**src/rtl/muladd_pkg.sv**
```systemverilog
// muladd_pkg: shared state encodings and sizing helpers for seq_muladd
package muladd_pkg;
  localparam logic [1:0] ST_IDLE = 2'd0;
  localparam logic [1:0] ST_RUN  = 2'd1;
  localparam logic [1:0] ST_DONE = 2'd2;
  function automatic int cnt_w(input int w);
    return $clog2(w + 1);
  endfunction
endpackage

```
**src/rtl/muladd_step.sv**
```systemverilog
// muladd_step: one combinational shift-add iteration of the sequential multiplier
module muladd_step #(
  parameter int W = 16
) (
  input  logic [W-1:0] acc,
  input  logic [W-1:0] mcand,
  input  logic         bit_in,
  output logic [W-1:0] acc_nx,
  output logic [W-1:0] mcand_nx
);
  assign acc_nx   = bit_in ? acc + mcand : acc;
  assign mcand_nx = mcand << 1;
endmodule

```
**src/rtl/seq_muladd.sv**
```systemverilog
// seq_muladd: sequential X = Q*D + R reconstructor; MULADD_REMCHK_EN adds the rem_err (R >= D) flag
module seq_muladd
  import muladd_pkg::*;
#(
  parameter int WIDTH = 8
) (
  input  logic               clk,
  input  logic               rst,
  input  logic               in_valid,
  output logic               in_ready,
  input  logic [WIDTH-1:0]   q_in,
  input  logic [WIDTH-1:0]   d_in,
  input  logic [WIDTH-1:0]   r_in,
  output logic               out_valid,
  input  logic               out_ready,
`ifdef MULADD_REMCHK_EN
  output logic [2*WIDTH-1:0] x_out,
  output logic               rem_err
`else
  output logic [2*WIDTH-1:0] x_out
`endif
);
  localparam int CNT_W = cnt_w(WIDTH);
  localparam int W2 = 2 * WIDTH;
  logic [1:0]       state;
  logic [W2-1:0]    acc, mcand, acc_nx, mcand_nx, x_q;
  logic [WIDTH-1:0] mplier;
  logic [CNT_W-1:0] cnt;
  logic             accept, last;
  assign in_ready  = state == ST_IDLE;
  assign out_valid = state == ST_DONE;
  assign x_out     = x_q;
  assign accept    = in_valid && in_ready;
  assign last      = cnt == CNT_W'(WIDTH - 1);
  muladd_step #(.W(W2)) u_step (
    .acc      (acc),
    .mcand    (mcand),
    .bit_in   (mplier[0]),
    .acc_nx   (acc_nx),
    .mcand_nx (mcand_nx)
  );
  // x_q snapshots the final accumulator so x_out stays 0 until the first result and never shows partial sums
  always_ff @(posedge clk) begin
    if (rst) begin
      state  <= ST_IDLE;
      acc    <= '0;
      mcand  <= '0;
      mplier <= '0;
      cnt    <= '0;
      x_q    <= '0;
    end else if (accept) begin
      state  <= ST_RUN;
      acc    <= W2'(r_in);
      mcand  <= W2'(d_in);
      mplier <= q_in;
      cnt    <= '0;
    end else if (state == ST_RUN) begin
      acc    <= acc_nx;
      mcand  <= mcand_nx;
      mplier <= mplier >> 1;
      cnt    <= cnt + CNT_W'(1);
      if (last) begin
        state <= ST_DONE;
        x_q   <= acc_nx;
      end
    end else if (out_valid && out_ready) begin
      state <= ST_IDLE;
    end
  end
`ifdef MULADD_REMCHK_EN
  always_ff @(posedge clk) begin
    if (rst) rem_err <= 1'b0;
    else if (accept) rem_err <= r_in >= d_in;
  end
`endif
endmodule

```
**config.mk**
```make
export PLATFORM = sky130hd
export DESIGN_NAME = seq_muladd
export DESIGN_NICKNAME = d
export VERILOG_FILES = /design/src/rtl/muladd_pkg.sv /design/src/rtl/muladd_step.sv /design/src/rtl/seq_muladd.sv
export SDC_FILE = /design/constraint.sdc
export NUM_CORES = 1
export LEC_CHECK = 0
export CAP_MARGIN = 10
export CELL_PAD_IN_SITES_DETAIL_PLACEMENT = 1
export CELL_PAD_IN_SITES_GLOBAL_PLACEMENT = 2
export CORE_ASPECT_RATIO = 0.9
export CORE_MARGIN = 5
export CORE_UTILIZATION = 29
export CTS_CLUSTER_DIAMETER = 80
export DETAILED_ROUTE_END_ITERATION = 16
export PLACE_DENSITY = 0.75
export SLEW_MARGIN = 40
export SYNTH_ARGS = -nofsm -noshare
export SYNTH_HDL_FRONTEND = slang
export SYNTH_SLANG_ARGS = --single-unit
```
**constraint.sdc**
```tcl
create_clock -name clk -period 2.1 [get_ports clk]
set_input_delay 0.42 -clock clk [delete_from_list [all_inputs] [get_ports clk]]
set_output_delay 0.42 -clock clk [all_outputs]
set_load 0.03 [all_outputs]
```
# After elaboration in Yosys (flattened, before gate mapping)
# Cells that the tools add are included.
# Widths: inputs -> output; s select.
# word_totals
regBits,62
latchBits,0
ramBits,0
romBits,0
inputBits,28
output_inout_bits,18
n_memories,0
# op_classes
addsub,2
multipliers,0
div,0
order_cmp,0
n_eq_ne,5
n_shift,0
n_mux,11
bitwise,1
reduce_logical,10
# op_table
op,count
$mux 8,6
$add 16x16->16,1
$mux 16,1
$mux 2,3
$add 4x1->4 const B,1
$eq 4x3->1 const B,1
$reduce_and 2->1,2
$reduce_bool 2->1,2
$ne 3x3->1 const B,1
$reduce_and 3->1,1
$reduce_bool 3->1,1
$eq 2x1->1 const B,1
$eq 2x2->1 const B,1
$logic_and 1x1->1,2
$logic_not 2->1,1
$ne 2x2->1 const B,1
$reduce_or 2->1,1
$mux 1,1
$not 1->1,1

# Logic depth before layout (Yosys ltp)
# Gate-level depths: netlist of run 1.
# logic_depth
depth_word,5
depth_mapped,9
depth_no_buf,9

# By module
# Synthesis of run 1 repeated with hierarchy kept, for this count alone.
# unflattened
cells_unflattened,432
area_unflattened_um2,3746.1
# modules_own_cells
mod,instances,cells_per_inst,area_per_inst_um2
seq_muladd,1,300,2660.1
muladd_step,1,132,1086.0

# Least setup slack after synthesis of run 1
# OpenSTA, ideal clock, no wires.
# synth_timing
path_type,register to register
start,register acc[0]
end,register acc[14]
setup_time_ns,0.074
t_arrival_ns,2.272
required_time_ns,2.026
slack_ns,-0.247
path_stages_with_launch,9
path_buffers,0
path_cell_list,dfxtp_1 -> ha_1 -> fa_1 -> a21o_1 -> a221oi_2 -> o32a_2 -> a21oi_2 -> or4b_1 -> a31oi_1
# synth_via
elab_chain_cells,2
# synth_rtl
element,line_no,source
from (decl),seq_muladd.sv:26,"logic [W2-1:0] acc, mcand, acc_nx, mcand_nx, x_q;"
from (signal assigned),seq_muladd.sv:53,acc <= W2'(r_in);
from (signal assigned),seq_muladd.sv:58,acc <= acc_nx;
$add 16x16->16,muladd_step.sv:11,assign acc_nx = bit_in ? acc + mcand : acc;
$mux 16,muladd_step.sv:11,
# Every way passes these cells.
# A chain may end at the register's enable or synchronous reset.

# Final worst setup path of run 1
# layout_timing
start,register mcand[0]
end,register acc[14]
# layout_via
elab_chain_cells,2
# layout_rtl
element,line_no,source
from (decl),seq_muladd.sv:26,
from (signal assigned),seq_muladd.sv:54,mcand <= W2'(d_in);
from (signal assigned),seq_muladd.sv:59,mcand <= mcand_nx;
$add 16x16->16,muladd_step.sv:11,
$mux 16,muladd_step.sv:11,
# Every way passes these cells.

==> results of run 1 <==
==> power breakdown <==
part           internal (mW)  leakage (nW)  switching, mW  total (mW)
clock                   1.04         0.156          0.578        1.62
sequential              1.21         0.507         0.0339        1.25
combinational          0.230          1.19          0.226       0.457
==> routing by layer <==
layer | part of all wire | wire length, um | up-vias
met1 | 0.48 | 4810 | 1488
met3 | 0.032 | 318 | 12
met2 | 0.47 | 4640 | 60
met4 | 0.017 | 165 | 0
li1 | - | - | 1549
met5 | 0 | 0 | -
==> timing repair <==
item	4_1_cts	5_1_grt
setup buffers	3	4
setup endpoints to repair	17	21
pin swaps	17	20
hold endpoints to repair	0	0
resized for setup	18	20
hold buffers	0	0
==> layout make-up <==
type | instances | share of cell area
clock inverters | 7 | 0.0210
multi-input cells | 294 | 0.430
flip-flops and latches | 62 | 0.266
clock buffers | 9 | 0.0478
repair buffers | 102 | 0.195
inverters | 6 | 0.00478
well taps | 133 | 0.0353
==> through the flow <==
step	worst slack (ns)	TNS, ns	cell area (um^2)	utilization	power (mW)
after global placement	-0.148	-0.988	4160	0.386	1.68
after detailed placement	-0.240	-1.63	4160	0.386	1.69
after floorplan	-0.118	-0.148	3210	-	1.48
final	-0.201	-1.05	4720	0.438	3.33
after global routing	-0.310	-2.65	4720	0.438	3.47
after CTS	-0.216	-0.935	4600	0.428	3.36
==> cell usage in the layout (no fill, tap or decap), drive strengths merged, types with 3 or more instances in the layout <==
| master | n |
|---|---|
| clkinv | 4 |
| and2 | 3 |
| a221oi | 4 |
| xor2 | 6 |
| o21ai | 6 |
| mux2i | 13 |
| nand3 | 4 |
| ha | 16 |
| a21o | 7 |
| nand2 | 66 |
| mux2 | 3 |
| clkbuf | 9 |
| a21oi | 52 |
| nor2b | 3 |
| nor3b | 3 |
| dfxtp | 62 |
| xnor2 | 10 |
| a211oi | 14 |
| a22oi | 17 |
| nor3 | 5 |
| nor2 | 38 |
| buf | 57 |
| clkdlybuf4s50 | 43 |
| inv | 6 |
==> worst max-delay path by stage <==
stage                                     start                    to  slack [ns]  cells after the start
after detailed placement  mcand[1]$_SDFFE_PP0P_  acc[15]$_SDFFE_PP0P_       -0.24                      9
after floorplan             acc[0]$_SDFFE_PP0P_  acc[14]$_SDFFE_PP0P_       -0.12                      8
after global placement      acc[0]$_SDFFE_PP0P_  acc[14]$_SDFFE_PP0P_       -0.15                      8
after CTS                   acc[0]$_SDFFE_PP0P_  acc[14]$_SDFFE_PP0P_       -0.22                      8
after global routing        acc[0]$_SDFFE_PP0P_  acc[14]$_SDFFE_PP0P_       -0.31                      8
final                     mcand[0]$_SDFFE_PP0P_  acc[14]$_SDFFE_PP0P_       -0.20                      8
==> worst max-delay path: cells and delay by family (launching register included) <==
kind	cells	cell delay (ns)
AO/OA/AOI/OAI	5	0.94
adder cells (fa/ha/maj)	2	0.49
flip-flops	1	0.33
AND/OR/NAND/NOR	1	0.48
==> sequential cells by signal, indices dropped and copies added (netlist names) <==
name	flops
mplier	8
acc	16
cnt	4
x_out	16
state	2
mcand	16
==> kinds of logic after synthesis <==
| kind of cell | after synthesis | share of synthesized area |
|---|---|---|
| simple gates | 134 | 0.183 |
| xor+xnor | 16 | 0.0440 |
| buf+inv | 30 | 0.0366 |
| fa+ha+maj | 17 | 0.0692 |
| mux | 16 | 0.0515 |
| compound gates | 111 | 0.225 |
| flops | 62 | 0.390 |
==> flow_metrics.py, run 1 <==
metrics = {
    "run_status": {
        "status": "finished, violations left",
        "violations": "setup timing",
    },
    "worst_setup_path": {
        "cpPeakStageDelay_ns": 0.48,
        "worstRegToRegCells": 8,
        "worstPathArrival_ns": 2.56,
        "critPathKind": "reg -> reg",
        "path_cells": "ha_4, fa_2, a21o_1, a221oi_2, o32a_2, a21oi_2, or4b_1, a31oi_1",
        "cp_slowest_cell": "or4b_1",
        "crit_required_ns": 2.36,
        "worst-path-max-fanout": 3,
        "r2r_start": "mcand[0]$_SDFFE_PP0P_",
        "rr_endpoint": "acc[14]$_SDFFE_PP0P_",
        "worstSetupEndpointType": "flop",
        "start_kind": "flop",
        "ff2ff_setup_slack_ns": -0.20,
    },
    "logic_synthesis": {
        "yosys_warnings": 0,
        "syn_inst": 386,
        "synth.area.top_cells": "dfxtp_1 39%, a21oi_1 7.9%, nand2_1 7.8%",
        "synth_top_cell_by_area": "dfxtp_1",
        "synth.top_cell.area_share": 0.390,
        "synth_edf_count": 0,
        "synth_nets": 431,
        "ys_seq_area_frac": 0.390,
        "netlist_area_um2": 3180,
        "ys_ff_latch": 62,
        "ys_types": 45,
        "async_flop_share": 0,
        "synth_common_cells": "66 x nand2_1, 62 x dfxtp_1, 50 x a21oi_1",
        "syn_avg_cell_area_um2": 8.24,
        "synthFlopType": "dfxtp_1",
        "synth.most_common_cell": "nand2_1",
    },
    "clock_tree": {
        "cts.path.max_buffers": 2,
        "tritoncts": "built",
        "htreeDepth": 3,
        "cts.sinks": 62,
        "cts_made_buffers": 9,
        "cts_root_buffer": "clkbuf_16",
        "clk_pin_slew_worst_paths_ns": 0.06,
        "clkLatencyLatePin_ns": 0.33,
    },
    "placement": {
        "dpl.cell_count": 591,
        "dpl.hpwl_um": 7020,
        "port_buffers": 45,
        "place.gp.congestion": 0.881,
    },
    "detailed_routing": {
        "via_per_inst": 5.07,
        "first_pass_iters": 4,
        "vias": 3109,
        "drtAntennaViolNets": 0,
        "drt_iter0_markers": 111,
        "wl_um": 9940,
        "wl_per_cell_um": 16.2,
        "drc": 0,
    },
    "min_path": {
        "worstHoldStart": "mplier[6]$_SDFFE_PP0P_",
        "min_path_cells": 2,
        "hp-class": "reg -> reg",
        "hold-path-endpoint": "mplier[6]$_SDFFE_PP0P_",
    },
    "die": {
        "rows": 36,
        "die_h_um": 109,
        "die_w_um": 120,
        "io_pins": 46,
        "core_um2": 10800,
        "die-area_um2": 13200,
        "initial_core_util": 0.296,
    },
    "final_layout": {
        "finalNonFillerCells": 613,
        "multi_input_area_um2": 2030,
        "diodes": 0,
        "area_growth_pct": 48.2,
        "final-seq-area_um2": 1250,
        "drive_above_1_share": 0.246,
        "final_nets": 520,
        "nFillCells": 1244,
    },
    "sta": {
        "rsz0062_at_grt": "yes",
        "final.period_utilization": 1.10,
        "finalClockSkew_ns": 0.00742,
        "holdWs_ns": 0.456,
        "finalMaxSlewViolations": 0,
        "post-route-min-period_ns": 2.30,
        "hold_viol": 0,
        "fmax_mhz": 435,
        "slew_headroom": 0.746,
        "tightest_slew_ns": 0.380,
        "fin_ws_ns": -0.201,
        "finalSetupViolations": 10,
    },
    "flow_run": {
        "cap_viol_max_count": 0,
    },
    "global_routing": {
        "top_usage_layer": "met2",
        "grt.met2_usage": 0.270,
        "grt-ovfl-total": 0,
        "grt_max_degree": 42,
        "antenna_found_initial": 0,
        "met3_usage": 0.0334,
        "grt_pass1_wl_um": 16500,
        "grt_util_met1": 0.203,
        "grt_util_all_layers": 0.159,
        "grt_pass1_vias": 3345,
    },
    "pwr": {
        "power_density_nw_per_um2": 705,
        "peakVddDrop_uv": 339,
        "p_leak_nw": 1.85,
    },
}
Note: power is estimated with default switching activity, not from simulation.
==> run 2: changes to the inputs <==
- RECOVER_POWER: not set -> 50
==> run 2 against run 1 <==
The run still ends with setup timing left. Count of clock-buffer cells in the layout did not move. Sequential share of layout area grew 0.19 points. Maximum frequency decreased by 0.22%. Flip-flop and latch count stayed put. Non-clock buffer count did not move. Routed wire length is 0.43% lower. Final area decreased by 0.72%. Worst hold slack is essentially flat. Setup slack worse by 0.0050 ns. Global-route usage unchanged. Critical endpoint unchanged. Highest routed layer unchanged.
==> flow_metrics.py, run 2 (synthesis gave the netlist of run 1 again) <==
metrics = {
    "run_status": {
        "status": "finished, violations left",
        "violations": "setup timing",
    },
    "final_layout": {
        "multi_input_area_um2": 2030,
        "post-route-util": 0.435,
        "finalNonFillerCells": 613,
        "final_cell_mix": "65 x nand2_1, 55 x dfxtp_1, 50 x buf_4",
        "final_common_cell": "nand2_1",
        "final-seq-area_um2": 1250,
        "area_growth_pct": 47.1,
        "drive_above_1_share": 0.238,
        "final_nets": 520,
        "nFillCells": 1245,
        "diodes": 0,
    },
    "detailed_routing": {
        "drt_iter0_markers": 147,
        "wl_per_cell_um": 16.1,
        "vias": 3127,
        "via_per_inst": 5.10,
        "wl_um": 9900,
        "drtAntennaViolNets": 0,
        "drc": 0,
        "first_pass_iters": 4,
    },
    "sta": {
        "finalClockSkew_ns": 0.00895,
        "rsz0062_at_grt": "yes",
        "slew_headroom": 0.617,
        "setup_tns_ns": -1.10,
        "finalSetupViolations": 11,
        "holdWs_ns": 0.457,
        "post-route-min-period_ns": 2.31,
        "fin_ws_ns": -0.206,
        "hold_viol": 0,
        "finalMaxSlewViolations": 0,
        "fmax_mhz": 434,
        "tightest_slew_ns": 0.575,
        "final.period_utilization": 1.10,
    },
    "die": {
        "core_um2": 10800,
        "die-area_um2": 13200,
        "die_w_um": 120,
        "die_h_um": 109,
        "rows": 36,
        "io_pins": 46,
        "initial_core_util": 0.296,
    },
    "worst_setup_path": {
        "start_kind": "flop",
        "worst-path-max-fanout": 3,
        "crit_required_ns": 2.36,
        "crit_buf_inv": 0,
        "critPathTopFamily": "compound AO/OA/AOI/OAI gates",
        "worstSetupEndpointType": "flop",
        "cpPeakStageDelay_ns": 0.48,
        "path_cells": "ha_4, fa_2, a21o_1, a221oi_2, o32a_2, a21oi_2, or4b_1, a31oi_1",
        "critPathKind": "reg -> reg",
        "worstPathArrival_ns": 2.57,
        "cp_slowest_cell": "or4b_1",
    },
    "min_path": {
        "hp-class": "reg -> reg",
    },
    "flow_run": {
        "cap_viol_max_count": 0,
    },
    "placement": {
        "dpl.cell_count": 591,
        "place.gp.congestion": 0.881,
        "dpl.hpwl_um": 7020,
        "port_buffers": 45,
    },
    "clock_tree": {
        "cts_made_buffers": 9,
        "hold_buffers": 0,
        "cts.sinks": 62,
        "cts_root_buffer": "clkbuf_16",
        "tritoncts": "built",
        "clkLatencyLatePin_ns": 0.33,
        "htreeDepth": 3,
        "clk_pin_slew_worst_paths_ns": 0.06,
        "cts.path.max_buffers": 2,
    },
    "pwr": {
        "total_power_mw": 3.32,
        "p_int_mw": 2.48,
        "combPwrFrac": 0.135,
        "power_density_nw_per_um2": 709,
        "p_seq_frac": 0.376,
        "p_switching_uw": 838,
        "clock_power_share": 0.489,
        "swShare": 0.253,
        "p_leak_nw": 1.81,
        "peakVddDrop_uv": 325,
    },
    "global_routing": {
        "grt_pass1_vias": 3345,
        "antenna_found_initial": 0,
        "grt_max_degree": 42,
        "grt_util_all_layers": 0.159,
        "grt-ovfl-total": 0,
        "grt_pass1_wl_um": 16500,
    },
}
run 2: through the flow:
| stage | area, um^2 | setup WS, ns |
|---|---|---|
| 4_1_cts | 4600 | -0.216 |
| 3_3_place_gp | 4160 | -0.148 |
| 5_1_grt | 4680 | -0.310 |
| 2_1_floorplan | 3210 | -0.118 |
| 3_5_place_dp | 4160 | -0.240 |
| 6_report | 4680 | -0.206 |
run 2: area by class of cell:
cell class | count | share of cell area
clock buffers | 9 | 0.0481
clock inverters | 7 | 0.0211
inverters | 6 | 0.00481
multi-input cells | 294 | 0.433
flip-flops and latches | 62 | 0.268
well taps | 133 | 0.0355
repair buffers | 102 | 0.190
run 2: power by group through the flow:
stage | clock [mW] | sequential, mW | combinational [mW]
2_1_floorplan | 0 | 1.26 | 0.217
3_3_place_gp | 0 | 1.27 | 0.416
3_5_place_dp | 0 | 1.27 | 0.424
4_1_cts | 1.66 | 1.25 | 0.444
5_1_grt | 1.72 | 1.25 | 0.490
6_report | 1.62 | 1.25 | 0.446
run 2: final timing paths:
check / startpoint / cells past startpoint / endpoint / slack (ns)
min: mplier[6]$_SDFFE_PP0P_ / 2 / mplier[6]$_SDFFE_PP0P_ / 0.46
min reg2reg: mplier[6]$_SDFFE_PP0P_ / 2 / mplier[6]$_SDFFE_PP0P_ / 0.46
max reg2reg: mcand[0]$_SDFFE_PP0P_ / 8 / acc[14]$_SDFFE_PP0P_ / -0.21
max: mcand[0]$_SDFFE_PP0P_ / 8 / acc[14]$_SDFFE_PP0P_ / -0.21
run 2: worst register-to-register path: stages, from the launching register on:
cell,delay (ns)
dfxtp_2,0.33
ha_4,0.16
fa_2,0.33
a21o_1,0.19
a221oi_2,0.31
o32a_2,0.23
a21oi_2,0.07
or4b_1,0.48
a31oi_1,0.15
run 2: per-layer routing:
metal  vias to the layer above  routed length, um  GRT usage
met3                        13                348     0.0334
met4                         0                178     0.0485
li1                       1552                  -          -
met2                        61               4640      0.270
met1                      1501               4730      0.203
met5                         -                  0          0
run 2: timing repair:
action                                  in CTS  in global routing
pin swaps                                   17                 20
resized for setup                           18                 20
endpoints found under the setup margin      17                 21
buffers inserted                             3                  4
==> run 3: changes to the inputs <==
- ABC_AREA: not set -> 1
- CORE_UTILIZATION: 29 -> 27
==> run 3 against run 2 <==
Critical path depth down 6. Highest routed layer unchanged. Sequential share of layout area up 0.87 points. The flow now finishes without violations. Critical endpoint is now in_ready. Clock skew barely moved. Worst hold slack gained 0.011 ns. Non-clock buffer count fell by 48.
==> flow_metrics.py, run 3 <==
metrics = {
    "clock_tree": {
        "cts.sinks": 62,
        "clk_pin_slew_worst_paths_ns": 0.06,
        "post_cts_resized": 0,
        "clkLatencyLatePin_ns": 0.34,
        "tritoncts": "built",
        "post_cts_buffers": 0,
        "cts_root_buffer": "clkbuf_16",
        "hold_buffers": 0,
        "cts_made_buffers": 9,
        "cts.path.max_buffers": 2,
        "htreeDepth": 3,
    },
    "logic_synthesis": {
        "synth_nets": 606,
        "netlist_area_um2": 3640,
        "synth_common_cells": "204 x nand2_1, 70 x inv_1, 62 x dfxtp_1",
        "synth.area.top_cells": "dfxtp_1 34%, nand2_1 21%, inv_1 7.2%",
        "ys_ff_latch": 62,
        "ys_seq_area_frac": 0.341,
        "syn_inst": 561,
        "yosys_warnings": 0,
        "synth_top_cell_by_area": "dfxtp_1",
        "synth.most_common_cell": "nand2_1",
        "synth_edf_count": 0,
        "synthFlopType": "dfxtp_1",
        "ys_types": 36,
        "syn_avg_cell_area_um2": 6.50,
        "async_flop_share": 0,
        "synth.top_cell.area_share": 0.341,
    },
    "final_layout": {
        "multi_input_area_um2": 1940,
        "diodes": 0,
        "final_cell_mix": "205 x nand2_1, 70 x inv_1, 62 x dfxtp_1",
        "final_common_cell": "nand2_1",
        "final_nets": 650,
        "final-seq-area_um2": 1240,
        "drive_above_1_share": 0.0672,
        "area_growth_pct": 23.3,
        "finalNonFillerCells": 778,
        "nFillCells": 1737,
    },
    "sta": {
        "finalMaxSlewViolations": 0,
        "hold_viol": 0,
        "tightest_slew_ns": 0.562,
        "setup_tns_ns": 0,
        "fmax_mhz": 504,
        "final.period_utilization": 0.944,
        "slew_headroom": 0.624,
        "finalClockSkew_ns": 0.00917,
        "rsz0062_at_grt": "no",
        "finalSetupViolations": 0,
        "post-route-min-period_ns": 1.98,
    },
    "detailed_routing": {
        "drc": 0,
        "drt_iter0_markers": 203,
        "wl_um": 11200,
        "via_per_inst": 4.60,
        "drtAntennaViolNets": 0,
        "vias": 3582,
        "wl_per_cell_um": 14.4,
        "first_pass_iters": 4,
    },
    "worst_setup_path": {
        "ff2ff_setup_slack_ns": 0.22,
        "path_cells": "nor2_1, clkdlybuf4s50_1",
        "cp_slowest_cell": "clkdlybuf4s50_1",
        "cp.depth": 2,
        "r2r_start": "acc[0]$_SDFFE_PP0P_",
        "crit_start": "state[0]$_SDFFE_PP0P_",
        "rr_endpoint": "x_out[12]$_SDFFE_PP0P_",
        "worstSetupEndpointType": "output port",
        "critPathKind": "reg -> out",
        "worst-path-max-fanout": 4,
        "endpoint": "in_ready",
        "cpPeakStageDelay_ns": 0.70,
        "worstRegToRegCells": 12,
        "start_kind": "flop",
        "critPathTopFamily": "buffers and inverters",
        "crit_buf_inv": 1,
        "crit_required_ns": 1.68,
        "worstPathArrival_ns": 1.56,
    },
    "global_routing": {
        "grt_max_degree": 37,
        "grt_util_all_layers": 0.147,
        "grt_pass1_wl_um": 18800,
        "grt-ovfl-total": 0,
        "grt_pass1_vias": 3824,
        "antenna_found_initial": 0,
    },
    "min_path": {
        "hp-class": "reg -> reg",
        "min_path_cells": 2,
    },
    "die": {
        "rows": 40,
        "io_pins": 46,
        "core_um2": 13300,
        "initial_core_util": 0.274,
        "die_h_um": 120,
        "die-area_um2": 15900,
        "die_w_um": 132,
    },
    "pwr": {
        "peakVddDrop_uv": 447,
        "power_density_nw_per_um2": 723,
        "p_leak_nw": 2.08,
    },
    "placement": {
        "dpl.cell_count": 762,
        "place.gp.congestion": 0.811,
        "port_buffers": 45,
        "dpl.hpwl_um": 8390,
    },
    "run_status": {
        "status": "finished clean",
    },
    "flow_run": {
        "cap_viol_max_count": 0,
    },
}
[run 3: cell types whose count changed after synthesis, moves of 7 or more]
cell / previous run / this run
a22oi_1: 17 / 0
mux2i_1: 13 / 2
o21ai_0: 2 / 10
nor2_1: 38 / 60
nand2_1: 66 / 204
a21oi_1: 50 / 25
inv_1: 6 / 70
nand3_1: 4 / 37
xnor2_1: 10 / 2
clkbuf_1: 17 / 3
a21o_1: 7 / 0
a31oi_1: 1 / 20
a211oi_1: 14 / 0
[run 3: area by class of cell]
type | instances | share of cell area
Clock buffer | 11 | 0.0540
Clock inverter | 5 | 0.0128
Inverter | 74 | 0.0640
Multi-Input combinational cell | 404 | 0.433
Sequential cell | 62 | 0.276
Tap cell | 168 | 0.0468
Timing Repair Buffer | 54 | 0.113
[run 3: power breakdown]
part | total, mW | internal [mW] | switching (mW)
Sequential | 1.27 | 1.22 | 0.0414
Combinational | 0.451 | 0.172 | 0.279
Clock | 1.53 | 0.954 | 0.577
[run 3: cells by family after synthesis]
| kind of cell | count (synthesis) | share of synthesized area |
|---|---|---|
| compound gates | 62 | 0.0989 |
| xor+xnor | 2 | 0.00481 |
| fa+ha+maj | 17 | 0.0604 |
| buf+inv | 95 | 0.122 |
| flops | 62 | 0.341 |
| mux | 2 | 0.00549 |
| simple gates | 321 | 0.368 |
[run 3: how the worst min path moves through the flow]
stage,slack [ns],start,endpoint
after detailed placement,0.46,mplier[7]$_SDFFE_PP0P_,mplier[7]$_SDFFE_PP0P_
final,0.47,mplier[7]$_SDFFE_PP0P_,mplier[7]$_SDFFE_PP0P_
after global routing,0.47,mplier[7]$_SDFFE_PP0P_,mplier[7]$_SDFFE_PP0P_
after global placement,0.45,mplier[7]$_SDFFE_PP0P_,mplier[7]$_SDFFE_PP0P_
after floorplan,0.44,mplier[7]$_SDFFE_PP0P_,mplier[7]$_SDFFE_PP0P_
after CTS,0.47,mplier[7]$_SDFFE_PP0P_,mplier[7]$_SDFFE_PP0P_
[run 3: metrics by stage]
stage           util  area (um^2)  hold slack [ns]  worst slack, ns  total power, mW
2_1_floorplan      -         3640            0.439            0.429             1.59
3_5_place_dp   0.317         4220            0.461           0.0699             1.75
4_1_cts        0.339         4520            0.471           0.0432             3.29
6_report       0.338         4490            0.467            0.118             3.25
5_1_grt        0.338         4490            0.474          0.00912             3.40
3_3_place_gp   0.317         4220            0.454            0.157             1.74
[run 3: tightest hold or removal path: cells and delay by family (launching register included)]
family | cells | cell delay (ns)
AOI/OAI and AO/OA | 1 | 0.05
DFF | 1 | 0.31
and+or+nand+nor | 1 | 0.06
[run 3: metal layers]
| metal | up-vias | share of wire | wire, um | track usage |
|---|---|---|---|---|
| met3 | 9 | 0.021 | 240 | 0.0341 |
| met4 | 0 | 0.012 | 138 | 0.0383 |
| li1 | 1850 | - | - | - |
| met5 | - | 0 | 0 | 0 |
| met1 | 1691 | 0.51 | 5760 | 0.195 |
| met2 | 32 | 0.45 | 5070 | 0.242 |
